[src/rtl/ifu_fetch.sv]
// Instruction fetch stage: owns the fetch PC, issues one imem request at a time,
// and holds the returned instruction for IF/ID until it is consumed or redirected.
module ifu_fetch #(
   parameter int unsigned           PC_WIDTH   = 64,
   parameter int unsigned           INST_WIDTH = 32,
   parameter logic [PC_WIDTH-1:0]   RESET_PC   = 64'h0000_0000_8000_0000,
   parameter logic [INST_WIDTH-1:0] NOP_INST   = 32'h0000_0013
) (
   input  logic                  clk,
   input  logic                  rst,
   input  logic                  redirect_valid,
   input  logic [PC_WIDTH-1:0]   redirect_pc,
   input  logic                  stall,
   output logic                  imem_req_valid,
   output logic [PC_WIDTH-1:0]   imem_req_addr,
   input  logic                  imem_req_ready,
   input  logic                  imem_resp_valid,
   input  logic [INST_WIDTH-1:0] imem_resp_data,
   output logic [PC_WIDTH-1:0]   current_pc,
   output logic [INST_WIDTH-1:0] inst,
   output logic                  inst_valid
);

   typedef enum logic [1:0] {
      S_REQ,
      S_WAIT,
      S_DROP,
      S_HOLD
   } fetchState_t;

   fetchState_t           state;
   fetchState_t           stateNext;
   logic [PC_WIDTH-1:0]   pc;
   logic [PC_WIDTH-1:0]   pcNext;
   logic [INST_WIDTH-1:0] instBuf;
   logic [INST_WIDTH-1:0] instBufNext;
   logic [PC_WIDTH-1:0]   redirectTarget;

   assign redirectTarget = {redirect_pc[PC_WIDTH-1:2], 2'b00};

   assign imem_req_valid = (state == S_REQ) && !redirect_valid;
   assign imem_req_addr  = pc;
   assign current_pc     = pc;
   assign inst_valid     = (state == S_HOLD);
   assign inst           = inst_valid ? instBuf : NOP_INST;

   always_ff @(posedge clk) begin
      if (rst) begin
         state   <= S_REQ;
         pc      <= RESET_PC;
         instBuf <= NOP_INST;
      end else begin
         state   <= stateNext;
         pc      <= pcNext;
         instBuf <= instBufNext;
      end
   end

   always_comb begin
      stateNext   = state;
      pcNext      = pc;
      instBufNext = instBuf;
      case (state)
         S_REQ: begin
            if (redirect_valid) begin
               pcNext = redirectTarget;
            end else if (imem_req_ready) begin
               stateNext = S_WAIT;
            end
         end
         S_WAIT: begin
            // A redirect coinciding with the response makes that response stale.
            if (imem_resp_valid) begin
               if (redirect_valid) begin
                  pcNext    = redirectTarget;
                  stateNext = S_REQ;
               end else begin
                  instBufNext = imem_resp_data;
                  stateNext   = S_HOLD;
               end
            end else if (redirect_valid) begin
               pcNext    = redirectTarget;
               stateNext = S_DROP;
            end
         end
         S_DROP: begin
            if (redirect_valid) begin
               pcNext = redirectTarget;
            end
            if (imem_resp_valid) begin
               stateNext = S_REQ;
            end
         end
         S_HOLD: begin
            if (redirect_valid) begin
               pcNext    = redirectTarget;
               stateNext = S_REQ;
            end else if (!stall) begin
               pcNext    = pc + PC_WIDTH'(4);
               stateNext = S_REQ;
            end
         end
         default: begin
            stateNext = S_REQ;
         end
      endcase
   end

endmodule

[config.mk]
export PLATFORM = sky130hd
export DESIGN_NAME = ifu_fetch
export DESIGN_NICKNAME = d
export VERILOG_FILES = /design/src/rtl/ifu_fetch.sv
export SDC_FILE = /design/constraint.sdc
export NUM_CORES = 1
export LEC_CHECK = 0
export BUFFER_PORTS_ARGS = -buffer_cell sky130_fd_sc_hd__buf_2
export CORE_ASPECT_RATIO = 0.5
export CORE_MARGIN = 3
export CORE_UTILIZATION = 48
export CTS_CLUSTER_DIAMETER = 200
export DETAILED_ROUTE_END_ITERATION = 16
export GPL_TIMING_DRIVEN = 0
export PLACE_DENSITY = 0.82
export SLEW_MARGIN = 15
export SYNTH_ARGS = -nofsm -noshare
export SYNTH_HDL_FRONTEND = slang
export SYNTH_SLANG_ARGS = --single-unit
[constraint.sdc]
create_clock -name clk -period 3 [get_ports clk]
set_input_delay 0.15 -clock clk [delete_from_list [all_inputs] [get_ports clk]]
set_output_delay 0.15 -clock clk [all_outputs]
set_load 0.02 [all_outputs]
# After elaboration in Yosys (flattened, before gate mapping)
# Cells that the tools add are included.
# word_totals
ff_bits	98
input_bits	102
output_inout_bits	162
wordCells	35
# classes
addsub	1
n_eq_ne	9
n_mux	14
bitwise	1
n_reduce_logical	7
# ops
cell	count
two-way mux 64 bit	3
case mux 64 bit (2 select lines)	1
adder 64 x 3 -> 64 bit, second input constant	1
two-way mux 32 bit	1
two-way mux 2 bit	8
case mux 2 bit (4 select lines)	1
inequality test 2 bit, second input constant	3
inequality test 3 bit, second input constant	2
AND reduction 5 bit	1
equality test 2 bit, second input constant	2
AND reduction 3 bit	1
OR reduction 3 bit	1
equality test 2 x 1 -> 1 bit, second input constant	1
zero test 2 bit	1
inequality test 2 x 1 -> 1 bit, second input constant	1
AND reduction 2 bit	1
logical AND 1 bit	1
zero test 1 bit	1
NOT 1 bit	1

# Longest topological paths before layout
# Gate-level depths: netlist of run 1.
# depth
depth_word	4
ltp_mapped	9
mapped_depth_nobuf	6

# Worst setup path before layout of run 1
# No wires, ideal clock.
# synth_timing
kind	reg-to-reg
start	reg pc[25], in the netlist current_pc[25]
end	reg pc[56], in the netlist current_pc[56]
setup_time_ns	0.091
arrival_time_ns	2.146
required_time_ns	2.909
slack_ns	0.763
stages_incl_launch_ff	6
path_buffers	0
synth_period_minus_slack_ns	2.237
cell_sequence	dfxtp_1 > nand4_1 > or4_4 > nand4bb_4 > or4_1 > a311oi_1
# synth_between
elab_chain_cells	4
# synth_lines
element	line_no	text
start: declaration	33	logic [PC_WIDTH-1:0] pc;
start signal: assignment	54	pc <= pcNext;
adder 64 x 3 -> 64 bit	99	pcNext = pc + PC_WIDTH'(4);
two-way mux 64 bit	98	end else if (!stall) begin
two-way mux 64 bit	95	if (redirect_valid) begin
case mux 64 bit (2 select lines)	63	case (state)
# No other way between the ends. The select of a mux whose other input is x is not followed.
# A chain may end at the register's enable or synchronous reset.

# Worst setup path after layout of run 1
# layout_timing
start	reg pc[4], in the netlist current_pc[4]
end	reg pc[55], in the netlist current_pc[55]
# The elaborated chain is that of the path after synthesis.

==> flow_summary.ini, run 1 <==
[outcome]
outcome = complete, no violations

[power_and_ir_drop]
power-per-cell-area_mw_per_mm2 = 425
power.leakage_nw = 3.40
seqPwrFrac = 0.451
comb_power_share = 0.196
post_route_total_power_mw = 3.20
internal-power_mw = 2.18
power.clock.fraction = 0.353
switchingPower_mw = 1.02
ir_drop_mv = 0.308
swShare = 0.318

[logic_synthesis]
post_synth_and_or_nand_nor_area_fraction = 0.331
synth-adder-area-share = 0.00217
synth_enable_flop_cells = 0
synth_compound_gate_area_share = 0.163
ys_warn_count = 0
yosys.cell_types.count = 52
synth.avg_cell_area_um2 = 7.62
fraction_of_synthesis_flops_using_an_asynchronous_set_or_reset_pin = 0
netlist_area_mm2 = 0.00577
synth_mux_area_frac = 0.00521
synth_top_family_by_area = simple AND/OR/NAND/NOR gates
synth-seq-cells = 96
synth_xor_xnor_area_share = 0.0365
synth.yosys.seq_area_share = 0.333
ys.flop_type = sky130_fd_sc_hd__dfxtp_1
synthCells = 757

[clock_network]
cts-root-buf = sky130_fd_sc_hd__clkbuf_16
tritoncts = done
cts.sink_count = 96
ctsResizeCount = 0
cts_hold_buffers = 0
clk_transition_reported_paths_ns = 0.07
cts_buffer_depth = 2
clkLatencyLatePin_ns = 0.34
ctsHtreeMaxLevel = 3
cts-buffers-inserted = 9
cts.repair_timing.setup_buffer_count = 0

[routing]
postRouteWirelength_um = 20200
drt-vias-per-instance = 5.64
drtAntennaViolNets = 0
average_routed_wire_per_standard_cell_um = 17.0
drtIter0Drc = 529
first_pass_iters = 5
routed-via-count = 6715
drcViolationCount = 0

[setup_path]
path_max_fanout = 10
cell_family_contributing_the_most_delay_on_the_critical_path = simple AND/OR/NAND/NOR gates
cp.required_ns = 3.26
crit_chain = and4_1 > and2_1 > clkbuf_1 > nand4_1 > clkbuf_1 > or4_1 > a311oi_1
critPathLaunchType = flip-flop
arrival_time_at_the_worst_endpoint_ns = 2.98
crit_path_end_kind = flip-flop
total_buffers_and_inverters_traversed_by_the_critical_path = 2
path_class = flip-flop to flip-flop
worst_path_max_delay_cell = sky130_fd_sc_hd__dfxtp_1
timing.critical_path.slowest_cell_delay_ns = 0.49
crit_path_frequent_cell = sky130_fd_sc_hd__clkbuf_1

[placement]
detail_placement_hpwl_um = 15600
numPlacedInstances = 1175
gp_congestion = 0.942
placed_cell_area_mm2 = 0.00726
dpl_worst_slack_ns = 0.336
port-buffer-count = 256

[timing]
fin_crit_sh = 0.908
setup_viol_count_final = 0
rsz_0062_raised_after_global_routing = no
fin_crit_ns = 2.72
final.setup.tns_ns = 0
worst_setup_skew_after_layout_ns = 0.00840
worst_case_headroom_to_the_max_slew_limit = 0.488
max_freq_mhz = 367
holdWs_ns = 0.0183
timing.final.hold_violations = 0
postLayoutSetupSlackWorst_ns = 0.277
slew_viol_final = 0
actual_transition_at_the_worst_max_transition_pin_ns = 0.768

[layout]
areaGrowthSynthToFinish_pct = 30.8
final_core_util = 0.665
final_nets = 1130
multiInputGateArea_mm2 = 0.00312
fillcell_total = 1080
finish.cell_count_without_fillers = 1191
num_antenna_cells = 0
drive_gt1_frac = 0.344
sequential_cell_area_mm2 = 0.00192
final_instance_area_mm2 = 0.00754

[die]
initial_core_util = 0.508
core_region_area_mm2 = 0.0114
die_width_um = 161
floorplan.die_area_mm2 = 0.0134
pin_count = 264
row_count = 27
die_y_um = 83.5

[global_routing]
maximum_number_of_pins_on_one_net_before_global_route_repair = 19
grt.total_usage = 0.287
grt_remaining_overflow = 0
antenna_found_initial = 1
grt_first_pass_wirelength_um = 31800
number_of_global_route_vias_before_repair = 6159

[hold_path]
worst_hold_path_type = input port to flip-flop

[flow_run]
maxCapViolations = 0
==> worst paths after layout <==
kind / from / cells past startpoint / slack, ns / to
hold / removal: imem_resp_data[0] / 3 / 0.02 / instBuf[0]
setup reg to reg: current_pc[4] / 7 / 0.28 / current_pc[55]
setup / recovery: current_pc[4] / 7 / 0.28 / current_pc[55]
hold reg to reg: instBuf[23] / 2 / 0.45 / instBuf[23]
==> routing by layer <==
layer / up-vias / part of all wire / track usage
met4: 2 / 0.016 / 0.0578
li1: 3234 / - / -
met3: 35 / 0.099 / 0.0763
met2: 341 / 0.46 / 0.466
met1: 3103 / 0.43 / 0.385
met5: - / 0.00045 / 0
==> flip-flops by register name, indices dropped and copies added, names as in the netlist <==
register,cells
state,2
current_pc,62
instBuf,32
==> logic make-up after synthesis <==
logic type / after synthesis
mux: 3
simple gates: 366
compound gates: 136
buf+inv: 130
other cells: 1
fa+ha+maj: 1
xor+xnor: 24
flops: 96
==> worst min-delay path: cells and delay by family <==
kind | cells | cell delay, ns
buf+inv | 1 | 0.07
simple gates | 2 | 0.11
==> final cells by class <==
type / instances / area share
multi-input combinational: 534 / 0.413
sequential: 96 / 0.255
timing repair buffer: 256 / 0.170
buffer: 118 / 0.0924
clock buffer: 9 / 0.0299
tap: 159 / 0.0264
clock inverter: 7 / 0.00779
inverter: 12 / 0.00597
==> power by group through the flow <==
stage                     clock, mW  combinational, mW  sequential, mW
after floorplan                   0              0.329            1.51
after global placement            0              0.617            1.47
after detailed placement          0              0.626            1.47
after CTS                      1.13              0.628            1.44
after global routing           1.19              0.676            1.46
final                          1.13              0.628            1.45
==> cells in the final DEF (no fill, tap or decap), types with 3 or more instances in the layout <==
cell / synthesis / layout
sky130_fd_sc_hd__buf_2: 5 / 261
sky130_fd_sc_hd__clkbuf_16: 0 / 9
sky130_fd_sc_hd__dfxtp_1: 96 / 96
sky130_fd_sc_hd__buf_1: 4 / 4
sky130_fd_sc_hd__or2_2: 5 / 5
sky130_fd_sc_hd__or3_1: 13 / 13
sky130_fd_sc_hd__a2111oi_0: 3 / 3
sky130_fd_sc_hd__clkbuf_1: 43 / 43
sky130_fd_sc_hd__nor2_1: 67 / 66
sky130_fd_sc_hd__and2_1: 4 / 4
sky130_fd_sc_hd__nor3b_1: 3 / 3
sky130_fd_sc_hd__nand2_1: 100 / 100
sky130_fd_sc_hd__and3_1: 39 / 39
sky130_fd_sc_hd__inv_6: 0 / 4
sky130_fd_sc_hd__buf_4: 66 / 66
sky130_fd_sc_hd__xnor2_1: 15 / 15
sky130_fd_sc_hd__xor2_1: 9 / 9
sky130_fd_sc_hd__nor3_1: 18 / 18
sky130_fd_sc_hd__nand4_1: 30 / 30
sky130_fd_sc_hd__a311oi_1: 26 / 26
sky130_fd_sc_hd__inv_1: 11 / 11
sky130_fd_sc_hd__mux2i_1: 3 / 3
sky130_fd_sc_hd__nand3b_1: 4 / 4
sky130_fd_sc_hd__nor4_1: 14 / 14
sky130_fd_sc_hd__o21ai_0: 17 / 17
sky130_fd_sc_hd__nand3_1: 35 / 35
sky130_fd_sc_hd__a21oi_1: 42 / 42
sky130_fd_sc_hd__o31ai_1: 13 / 13
sky130_fd_sc_hd__a211oi_1: 19 / 19
sky130_fd_sc_hd__or4_1: 15 / 15
sky130_fd_sc_hd__and4_1: 9 / 9
sky130_fd_sc_hd__conb_1: 1 / 4
sky130_fd_sc_hd__o31a_1: 3 / 3
==> Yosys cell counts (2+ instances only) <==
cell type / n / share of area
sky130_fd_sc_hd__buf_1: 4 / 0.0026
sky130_fd_sc_hd__nand4_1: 30 / 0.033
sky130_fd_sc_hd__buf_2: 5 / 0.0043
sky130_fd_sc_hd__o311a_1: 2 / 0.0035
sky130_fd_sc_hd__o211a_1: 2 / 0.0035
sky130_fd_sc_hd__a211oi_1: 19 / 0.025
sky130_fd_sc_hd__nor4_1: 14 / 0.015
sky130_fd_sc_hd__o21ai_0: 17 / 0.015
sky130_fd_sc_hd__nor3_1: 18 / 0.016
sky130_fd_sc_hd__clkbuf_1: 43 / 0.028
sky130_fd_sc_hd__o31ai_1: 13 / 0.017
sky130_fd_sc_hd__o31a_1: 3 / 0.0046
sky130_fd_sc_hd__buf_4: 66 / 0.086
sky130_fd_sc_hd__nand3_1: 35 / 0.030
sky130_fd_sc_hd__or4_1: 15 / 0.020
sky130_fd_sc_hd__or2_2: 5 / 0.0054
sky130_fd_sc_hd__dfxtp_1: 96 / 0.33
sky130_fd_sc_hd__nand2_1: 100 / 0.065
sky130_fd_sc_hd__mux2i_1: 3 / 0.0052
sky130_fd_sc_hd__and2_1: 4 / 0.0043
sky130_fd_sc_hd__nand3b_1: 4 / 0.0052
sky130_fd_sc_hd__and4_1: 9 / 0.014
sky130_fd_sc_hd__a311oi_1: 26 / 0.039
sky130_fd_sc_hd__a21oi_1: 42 / 0.036
sky130_fd_sc_hd__or3_1: 13 / 0.014
sky130_fd_sc_hd__a2111oi_0: 3 / 0.0046
sky130_fd_sc_hd__xor2_1: 9 / 0.014
sky130_fd_sc_hd__a211o_1: 2 / 0.0030
sky130_fd_sc_hd__inv_1: 11 / 0.0072
sky130_fd_sc_hd__nor2_1: 67 / 0.044
sky130_fd_sc_hd__or4b_1: 2 / 0.0035
sky130_fd_sc_hd__nor3b_1: 3 / 0.0039
sky130_fd_sc_hd__and3_1: 39 / 0.042
sky130_fd_sc_hd__xnor2_1: 15 / 0.023
(Power assumes the default switching activity.)
==> run 2, diff against run 1 <==
--- a/config.mk
+++ b/config.mk
@@ -6,13 +6,16 @@
 export NUM_CORES = 1
 export LEC_CHECK = 0
 export BUFFER_PORTS_ARGS = -buffer_cell sky130_fd_sc_hd__buf_2
+export CELL_PAD_IN_SITES_DETAIL_PLACEMENT = 0
+export CELL_PAD_IN_SITES_GLOBAL_PLACEMENT = 1
 export CORE_ASPECT_RATIO = 0.5
 export CORE_MARGIN = 3
-export CORE_UTILIZATION = 48
+export CORE_UTILIZATION = 34
+export CTS_BUF_LIST = sky130_fd_sc_hd__clkbuf_4 sky130_fd_sc_hd__clkbuf_8
 export CTS_CLUSTER_DIAMETER = 200
 export DETAILED_ROUTE_END_ITERATION = 16
 export GPL_TIMING_DRIVEN = 0
-export PLACE_DENSITY = 0.82
+export PLACE_DENSITY = 0.87
 export SLEW_MARGIN = 15
 export SYNTH_ARGS = -nofsm -noshare
 export SYNTH_HDL_FRONTEND = slang
==> run 2 against run 1 <==
  * Critical path depth shrank 1
  * Utilization down 17 points
  * Flip-flop and latch count unchanged
==> flow_summary.ini, run 2 (synthesis gave the netlist of run 1 again) <==
[clock_network]
clkLatencyLatePin_ns = 0.39
cts_buffer_depth = 2
ctsHtreeMaxLevel = 3
ctsResizeCount = 0
clk_transition_reported_paths_ns = 0.10
cts.repair_timing.setup_buffer_count = 0
cts-buffers-inserted = 9
cts.sink_count = 96
tritoncts = done
cts-root-buf = sky130_fd_sc_hd__clkbuf_8

[global_routing]
grt.total_usage = 0.225
grtUsageMet2 = 0.373
met1_usage = 0.298
maximum_number_of_pins_on_one_net_before_global_route_repair = 16
grt_first_pass_wirelength_um = 34100
globalRoute.busiestLayer = met2
grt_met3_use = 0.0556
antenna_found_initial = 1
grt_remaining_overflow = 0
number_of_global_route_vias_before_repair = 6371

[setup_path]
critPathLaunchType = flip-flop
timing.critical_path.slowest_cell_delay_ns = 0.58
path_max_fanout = 7
crit_path_end_kind = flip-flop
arrival_time_at_the_worst_endpoint_ns = 3.10
path_class = flip-flop to flip-flop
crit_chain = ha_1 > nand4_1 > nor2_1 > nand3_1 > or4_1 > a311oi_1
worst_path_max_delay_cell = sky130_fd_sc_hd__nor2_1
cp.required_ns = 3.31

[timing]
slew_viol_final = 0
rsz_0062_raised_after_global_routing = no
fin_crit_sh = 0.932
final.setup.tns_ns = 0
fin_crit_ns = 2.80
max_freq_mhz = 358
actual_transition_at_the_worst_max_transition_pin_ns = 0.748
timing.final.hold_violations = 0
worst_case_headroom_to_the_max_slew_limit = 0.501
setup_viol_count_final = 0
worst_setup_skew_after_layout_ns = 0.0139

[placement]
port-buffer-count = 256
gp_congestion = 0.905
placed_cell_area_mm2 = 0.00734
detail_placement_hpwl_um = 16700

[layout]
num_antenna_cells = 0
areaGrowthSynthToFinish_pct = 36.1
final_cell_mix = sky130_fd_sc_hd__buf_2, sky130_fd_sc_hd__nand2_1, sky130_fd_sc_hd__dfxtp_1
final_core_util = 0.491
final_nets = 1162
drive_gt1_frac = 0.332
fillcell_total = 1679
number_of_flip_flops_in_the_largest_register = 62
final_common_cell = sky130_fd_sc_hd__buf_2
sequential_cell_area_mm2 = 0.00192
final_instance_area_mm2 = 0.00785
multiInputGateArea_mm2 = 0.00311

[routing]
drtIter0Drc = 579
drcViolationCount = 0
first_pass_iters = 5
drt-vias-per-instance = 5.28
drtAntennaViolNets = 0
average_routed_wire_per_standard_cell_um = 17.2
routed-via-count = 6780
postRouteWirelength_um = 22000

[die]
core_region_area_mm2 = 0.0160
pin_count = 264
die_width_um = 190
floorplan.die_area_mm2 = 0.0187
initial_core_util = 0.361
row_count = 32
die_y_um = 98.1

[flow_run]
maxCapViolations = 0

[power_and_ir_drop]
power-per-cell-area_mw_per_mm2 = 383
post_route_total_power_mw = 3.00
power.leakage_nw = 3.49
ir_drop_mv = 0.175

[outcome]
outcome = complete, no violations

[hold_path]
worst_hold_path_type = input port to flip-flop
[run 2: report_power, final]
part           switching (mW)  internal [mW]  total [mW]
registers               0.110           1.34        1.45
logic                   0.369          0.294       0.663
clock network           0.500          0.391       0.891
total                   0.979           2.02        3.00
[run 2: what timing repair did]
item	CTS	global route
hold buffers	32	0
endpoints found under the hold margin	32	0
setup endpoints to repair	0	0
[run 2: per-layer routing]
metal  share of wire  wire length (um)  vias up
li1                -                 -     3293
met1            0.44              9710     3188
met2            0.47             10300      263
met3           0.074              1630       34
met4           0.017               367        2
met5         0.00059                13        -
[run 2: area by class of cell]
class                   count  area share
multi-input cells         534       0.397
flip-flops and latches     96       0.245
repair buffers            288       0.204
plain buffers             118      0.0888
well taps                 221      0.0352
clock buffers              10      0.0167
clock inverters             5     0.00749
inverters                  12     0.00574
[run 2: path summary, 6_finish.rpt]
path         slack (ns)             end  cells after the start               from
max reg2reg        0.20  current_pc[60]                      6      current_pc[3]
max                0.20  current_pc[60]                      6      current_pc[3]
min               0.008      instBuf[1]                      3  imem_resp_data[1]
min reg2reg        0.46     instBuf[29]                      2        instBuf[29]
[run 2: critical path: cells and delay by family, from the launching register on]
family	cells	cell delay, ns
AND/OR/NAND/NOR	4	1.73
AO/OA/AOI/OAI	1	0.25
flip-flops	1	0.48
adder cells (fa/ha/maj)	1	0.27
[run 2: stage by stage]
stage / cells / hold WS, ns / setup slack (ns)
after floorplan: 760 / 0.274 / 0.763
after global placement: 1237 / 0.365 / 0.333
after detailed placement: 1237 / 0.376 / 0.316
after CTS: 1284 / 0.00111 / 0.301
after global routing: 1284 / 0.00467 / 0.0604
final: 1284 / 0.00783 / 0.204
